==> src/rtl/upsample_2x2.sv <==
// upsample_2x2: 2x2 nearest-neighbour upsampler (inverse of 2x2 max-pool).
// Each pooled pixel is emitted twice on the first output row of a pair.
// The pooled row is then replayed from a row buffer for the second output row.
// Optional build macro UPSAMPLE_ZERO_FILL_EN selects max-unpool style output:
// the pixel goes to the top-left position and every other position is zero.
module upsample_2x2 #(
  parameter int DATA_WIDTH = 32,
  parameter int IMG_WIDTH  = 32,
  parameter int IMG_HEIGHT = 32
) (
  input  logic                  CLK,
  input  logic                  RST_N,
  input  logic [DATA_WIDTH-1:0] DATA_IN,
  input  logic                  data_valid_in,
  output logic                  ready_out,
  output logic [DATA_WIDTH-1:0] DATA_OUT,
  output logic                  data_valid_out,
  input  logic                  ready_in,
  output logic                  frame_done
);

  localparam int unsigned HALF_W = IMG_WIDTH / 2;
  localparam int unsigned HALF_H = IMG_HEIGHT / 2;
  localparam int unsigned CW     = (HALF_W > 1) ? $clog2(HALF_W) : 1;
  localparam int unsigned RW     = (HALF_H > 1) ? $clog2(HALF_H) : 1;
  localparam logic [CW-1:0] LAST_COL = CW'(HALF_W - 1);
  localparam logic [RW-1:0] LAST_ROW = RW'(HALF_H - 1);

  typedef enum logic {FILL, REPLAY} state_t;

  state_t                r_state, w_state_nxt;
  logic [DATA_WIDTH-1:0] r_dout;
  logic                  r_vld;
  logic                  r_dup;
  logic [CW-1:0]         r_col;
  logic [CW-1:0]         r_rd;
  logic [RW-1:0]         r_prow;

  logic                  w_in_fire, w_out_fire, w_ready, w_frame_end;
  logic                  w_last_col, w_last_rd, w_last_row;
  logic [CW-1:0]         w_rd_next;
  logic [DATA_WIDTH-1:0] w_replay_first, w_replay_next;

  assign w_out_fire = r_vld & ready_in;
  assign w_in_fire  = data_valid_in & ready_out;
  assign w_last_col = (r_col == LAST_COL);
  assign w_last_rd  = (r_rd == LAST_COL);
  assign w_last_row = (r_prow == LAST_ROW);
  assign w_rd_next  = r_rd + CW'(1);

  assign ready_out      = RST_N & w_ready;
  assign frame_done     = RST_N & w_frame_end;
  assign DATA_OUT       = r_dout;
  assign data_valid_out = r_vld;

`ifdef UPSAMPLE_ZERO_FILL_EN
  assign w_replay_first = '0;
  assign w_replay_next  = '0;
`else
  logic [DATA_WIDTH-1:0] r_rowbuf [HALF_W];
  logic [CW-1:0]         w_wr_idx;

  // A pixel accepted together with the previous pixel's second copy belongs to the next column.
  assign w_wr_idx = (w_out_fire & r_dup) ? (r_col + CW'(1)) : r_col;

  // Capture each accepted pooled pixel for the replay row.
  always_ff @(posedge CLK) begin
    if (w_in_fire) r_rowbuf[w_wr_idx] <= DATA_IN;
  end

  assign w_replay_first = r_rowbuf[0];
  assign w_replay_next  = r_rowbuf[w_rd_next];
`endif

  // State register.
  always_ff @(posedge CLK) begin
    if (!RST_N) r_state <= FILL;
    else        r_state <= w_state_nxt;
  end

  // Next state, input ready and end-of-frame strobe.
  always_comb begin
    w_state_nxt = r_state;
    w_ready     = 1'b0;
    w_frame_end = 1'b0;
    case (r_state)
      FILL: begin
        w_ready = !r_vld | (w_out_fire & r_dup & !w_last_col);
        if (w_out_fire & r_dup & w_last_col) w_state_nxt = REPLAY;
      end
      REPLAY: begin
        if (w_out_fire & r_dup & w_last_rd) begin
          w_state_nxt = FILL;
          w_frame_end = w_last_row;
        end
      end
      default: w_state_nxt = FILL;
    endcase
  end

  // Output register, copy flag and column/replay/row-pair counters.
  always_ff @(posedge CLK) begin
    if (!RST_N) begin
      r_dout <= '0;
      r_vld  <= 1'b0;
      r_dup  <= 1'b0;
      r_col  <= '0;
      r_rd   <= '0;
      r_prow <= '0;
    end else begin
      case (r_state)
        FILL: begin
          if (w_in_fire) begin
            r_dout <= DATA_IN;
            r_vld  <= 1'b1;
            r_dup  <= 1'b0;
            if (w_out_fire & r_dup) r_col <= r_col + CW'(1);
          end else if (w_out_fire) begin
            if (!r_dup) begin
              r_dup <= 1'b1;
`ifdef UPSAMPLE_ZERO_FILL_EN
              r_dout <= '0;
`endif
            end else if (w_last_col) begin
              // Preload the first replay pixel so the second row follows without a bubble.
              r_col  <= '0;
              r_rd   <= '0;
              r_dup  <= 1'b0;
              r_dout <= w_replay_first;
            end else begin
              r_vld <= 1'b0;
              r_dup <= 1'b0;
              r_col <= r_col + CW'(1);
            end
          end
        end
        REPLAY: begin
          if (w_out_fire) begin
            if (!r_dup) begin
              r_dup <= 1'b1;
            end else if (w_last_rd) begin
              r_vld  <= 1'b0;
              r_dup  <= 1'b0;
              r_rd   <= '0;
              r_prow <= w_last_row ? '0 : (r_prow + RW'(1));
            end else begin
              r_rd   <= w_rd_next;
              r_dup  <= 1'b0;
              r_dout <= w_replay_next;
            end
          end
        end
        default: ;
      endcase
    end
  end

endmodule

==> config.mk <==
export PLATFORM = sky130hd
export DESIGN_NAME = upsample_2x2
export DESIGN_NICKNAME = d
export VERILOG_FILES = /design/src/rtl/upsample_2x2.sv
export SDC_FILE = /design/constraint.sdc
export NUM_CORES = 1
export LEC_CHECK = 0
export CAP_MARGIN = 25
export CORE_UTILIZATION = 55
export DETAILED_ROUTE_END_ITERATION = 8
export HOLD_SLACK_MARGIN = 0.15
export PLACE_DENSITY = 0.75
export REMOVE_ABC_BUFFERS = 1
export SLEW_MARGIN = 20
export SYNTH_ARGS = -nofsm -noshare
export SYNTH_HDL_FRONTEND = slang
export SYNTH_SLANG_ARGS = --single-unit
==> constraint.sdc <==
create_clock -name CLK -period 11 [get_ports CLK]
set_clock_uncertainty 0.2 [all_clocks]
set_input_delay 3.3 -clock CLK [delete_from_list [all_inputs] [get_ports CLK]]
set_output_delay 3.3 -clock CLK [all_outputs]
set_load 0.01 [all_outputs]
* Word-level counts from Yosys, hierarchy flattened
Memories as Yosys holds them, arrays and structs flattened.
Index checks and enable logic that the tools add are counted.
Widths: inputs -> output; s select.
** Operators by class
- Add/sub/neg operators :: 3
- Equal/unequal tests :: 15
- Multiplexer cells :: 42
- Bitwise logic cells :: 10
- Reduce and logical (&&, ||, !) cells :: 9
** Operators by type and width (count)
- $mux 32 :: 7
- $pmux 32 s2 :: 1
- $mux 4 :: 13
- $reduce_and 6->1 :: 3
- $mux 1 :: 17
- $add 4x1->4 const B :: 3
- $eq 4x4->1 const B :: 3
- $ne 3x3->1 const B :: 4
- $ne 2x2->1 const B :: 5
- $and 1x1->1 :: 8
- $pmux 4 s2 :: 1
- $ne 2x1->1 const B :: 3
- $pmux 1 s2 :: 3
- $reduce_and 4->1 :: 1
- $reduce_bool 2->1 :: 2
- $reduce_and 3->1 :: 1
- $logic_not 1->1 :: 2
- $not 1->1 :: 1
- $or 1x1->1 :: 1
** Word-level totals
- Register bits after elaboration :: 47
- Bits in writable memories :: 512
- Output and inout bits :: 35
- Logic and storage cells :: 87
- Memories :: 1
** Memories
- r_rowbuf :: words 16, width 32, read ports 2, clocked after memory_dff 0, wr ports 1, line 60 : logic [DATA_WIDTH-1:0] r_rowbuf [HALF_W];

* Longest topological paths before layout
- Depth after elaboration :: 9
- Depth in mapped cells :: 9

* Worst setup path before layout
No wires, ideal clock.
- Path type :: in2out
- Start :: input ready_in
- End :: output frame_done
- Arrival :: 4317 ps
- Required time :: 7500 ps
- Setup slack :: 3183 ps
- Stages :: 6
- Path through :: and2_1 ha_1 clkbuf_1 clkbuf_1 nand2_1 nor2_1
** On the way
- Word-level cells in the longest chain between the ends :: 6
** RTL lines
- from (decl) :: line 18 : input logic ready_in,
- $and 1x1->1 :: line 44 : assign w_out_fire = r_vld & ready_in;
- $and 1x1->1 (2 in series) :: line 92 : if (w_out_fire & r_dup & w_last_rd) begin
- $mux 1 :: line 92
- $mux 1 :: line 86 : case (r_state)
- $and 1x1->1 :: line 52 : assign frame_done = RST_N & w_frame_end;
- to (decl) :: line 19 : output logic frame_done
No other way between the ends.

* Worst setup path after layout
- Start :: input ready_in
- End :: output ready_out
** On the way
- Word-level cells in the longest chain between the ends :: 6
** RTL lines
- $and 1x1->1 :: line 44
- $and 1x1->1 (2 in series) :: line 88 : w_ready = !r_vld | (w_out_fire & r_dup & !w_last_col);
- $or 1x1->1 :: line 88
- $mux 1 :: line 86
- $and 1x1->1 :: line 51 : assign ready_out = RST_N & w_ready;
- to (decl) :: line 15 : output logic ready_out,
No other way between the ends.

==> flow_metrics.env <==
export IMPL_antenna_found_initial=0
export IMPL_port_buffers=70
export IMPL_p_sw_mw=0.817
export IMPL_synthMuxAreaShare_pct=14.7
export IMPL_yosys_area_share_simple_pct=6.10
export IMPL_swShare_pct=19.2
export IMPL_fp_dieArea_sq_um=41200
export IMPL_cp_start_kind="primary input"
export IMPL_firstDrtPassIters=7
export IMPL_ys_flop_type="edfxtp_1"
export IMPL_startpoint="ready_in"
export IMPL_crit_type="in2out"
export IMPL_grt_first_pass_wirelength_microns=73800
export IMPL_final_nets=1346
export IMPL_antenna_cells=0
export IMPL_setup_tns_final_ns=0
export IMPL_place_ws_ns=2.05
export IMPL_worst_slack_ns=2.01
export IMPL_grt_pass1_vias=12152
export IMPL_status="finished, final reports clean"
export IMPL_hold_path_startpoint="DATA_OUT[30]"
export IMPL_drv_slew=0
export IMPL_grt_max_degree=66
export IMPL_worst_pin_slew_ns=1.03
export IMPL_clk_pin_slew_ns=0.06
export IMPL_vias_per_cell=6.29
export IMPL_drc_errors=0
export IMPL_yosysWarnings=0
export IMPL_die_x_microns=203
export IMPL_crit_path_end_kind="primary output"
export IMPL_nFillCells=2690
export IMPL_cp_arrival_ns=5.49
export IMPL_yosys_top_cells_area="edfxtp_1, mux4_2, dfxtp_1"
export IMPL_p_int_mw=3.44
export IMPL_cp_required_ns=7.50
export IMPL_setup_violations=0
export IMPL_htree_num_levels=2
export IMPL_postRouteAntennaNets=0
export IMPL_cts_tree="done"
export IMPL_syn_area_per_cell_sq_um=18.1
export IMPL_reg2reg_from="r_rd[0]"
export IMPL_synth_xor_area_share_pct=0.265
export IMPL_root_buffer="clkbuf_16"
export IMPL_synth_top_area_share_pct=69.2
export IMPL_clock_sinks=559
export IMPL_netlist_area_sq_um=22200
export IMPL_clockBufferDepth=3
export IMPL_holdBufCountCts=0
export IMPL_overflow=0
export IMPL_power_density_nw_per_um2=167
export IMPL_start_util_pct=55.8
export IMPL_wire_per_inst_microns=25.9
export IMPL_ys_seq_area_share_pct=73.5
export IMPL_crit_fanout=16
export IMPL_rsz0062_at_grt="no"
export IMPL_via_count=11811
export IMPL_clock_latency_ns=0.59
export IMPL_dr_first_iter_drc_count=1254
export IMPL_relSlewSlack_pct=31.2
export IMPL_synthAdderAreaFrac_pct=0.225
export IMPL_synth_edf_count=512
export IMPL_layout_common_cells="edfxtp_1, nand2_1, mux4_2"
export IMPL_synth_cells=1230
export IMPL_finalCritPeriodShare_pct=81.7
export IMPL_cap_violations=0
export IMPL_ys_ff_latch=559
export IMPL_rows=73
export IMPL_min_period_ns=8.99
export IMPL_async_flop_share_pct=0
export IMPL_power_frac_comb_pct=2.5
export IMPL_dp_hpwl_microns=24800
export IMPL_ios=71
export IMPL_vdd_drop_max_uv=110
export IMPL_tritoncts_num_buffers=54
export IMPL_final_common_cell="edfxtp_1"
export IMPL_finalHoldViolations=0
export IMPL_p_leak_nw=7.89
export IMPL_syn2layout_area_growth_pct=14.4
export IMPL_synth_top_area_cell="edfxtp_1"
export IMPL_core_area_sq_um=39800
export IMPL_synth_compound_area_share_pct=3.48
export IMPL_fmax_ghz=0.111
export IMPL_drive_gt1_share_pct=21.5
export IMPL_hold_path_class="reg2reg"
export IMPL_synth_top_family_by_area="multiplexers"
export IMPL_p_seq_share_pct=55.0
export IMPL_drt_total_wl_microns=48600
export IMPL_chipHeight_microns=203
export IMPL_cts_resized=0
export IMPL_grt_usage_pct=24.3
export IMPL_post_cts_setup_buffers=0
export IMPL_clockPowerShare_pct=42.6
export IMPL_place_congestion=0.751
export IMPL_yosysUniqueCellTypes=50
-- sequential cells by signal, indices dropped and copies added (netlist names) --
name and flops:
r_rowbuf 512, r_rd 4, r_prow 4, r_state 1, data_valid_out 1, DATA_OUT 32
r_col 4, r_dup 1
-- routing by layer --
layer	global-route usage (%)	routed length, microns	vias up
met3	4.51	3750	87
met4	7.17	1030	0
met5	0	0	-
met2	39.6	24100	517
met1	33.9	19800	6108
li1	-	-	5099
-- metrics by stage --
| stage | util, % | instance area [sq um] | instances | hold slack [ns] | total power [mW] |
|---|---|---|---|---|---|
| 2_1_floorplan | - | 21800 | 1151 | 0.270 | 2.42 |
| 3_3_place_gp | 59.3 | 23600 | 1773 | 0.248 | 2.48 |
| 3_5_place_dp | 59.3 | 23600 | 1773 | 0.252 | 2.49 |
| 4_1_cts | 63.7 | 25400 | 1875 | 0.261 | 4.28 |
| 5_1_grt | 63.8 | 25400 | 1877 | 0.283 | 4.37 |
| 6_report | 63.8 | 25400 | 1877 | 0.257 | 4.25 |
-- cell usage after synthesis (7+ instances only) --
library cell,count
o221ai_1,33
o21ai_0,9
o21ai_1,33
mux4_2,128
nor2_1,22
nand3_1,38
inv_1,7
a21oi_1,8
clkbuf_1,36
nand2_1,182
mux2_2,32
dfxtp_1,47
buf_2,28
edfxtp_1,512
buf_4,10
nand4_1,36
-- worst max-delay path, stage by stage --
cell and delay, ns:
clkdlybuf4s50_1 0.49, and2_1 0.14, ha_1 0.54, nand2_1 0.15
a21oi_1 0.20, and2_1 0.14, clkdlybuf4s50_1 0.53
-- cells by family (layout without fill, tap and decap cells) --
| family | Yosys count | count (layout) |
|---|---|---|
| DFF | 559 | 559 |
| and+or+nand+nor | 305 | 305 |
| muxes | 162 | 162 |
| AOI/OAI and AO/OA | 109 | 109 |
| buffers and inverters | 86 | 208 |
| xor gates and xnor gates | 5 | 5 |
| adders and majority gates | 4 | 4 |
-- power groups by stage --
stage	Clock, mW	Sequential, mW	Combinational [mW]
6_report	1.81	2.34	0.105
5_1_grt	1.92	2.34	0.112
4_1_cts	1.84	2.34	0.105
3_5_place_dp	0	2.38	0.104
3_3_place_gp	0	2.38	0.101
2_1_floorplan	0	2.38	0.0319
-- area by class of cell --
cell class                 count  area (sq um)  share of cell area (%)
timing repair buffer          99           953                    3.75
clock buffer                  88          1600                    6.31
inverter                       7          26.3                   0.103
clock inverter                14           149                   0.586
tap                          525           657                    2.58
multi-input combinational    585          5710                    22.4
sequential                   559         16300                    64.2
-- final timing paths --
path                                      to  slack [ns]  depth (start not counted)
worst max-delay path               ready_out        2.01                          7
worst max register to register  DATA_OUT[12]        6.80                          9
worst min register to register  DATA_OUT[30]        0.26                          2
worst min-delay path            DATA_OUT[30]        0.26                          2
No activity file was read; power rests on OpenSTA's default activity.
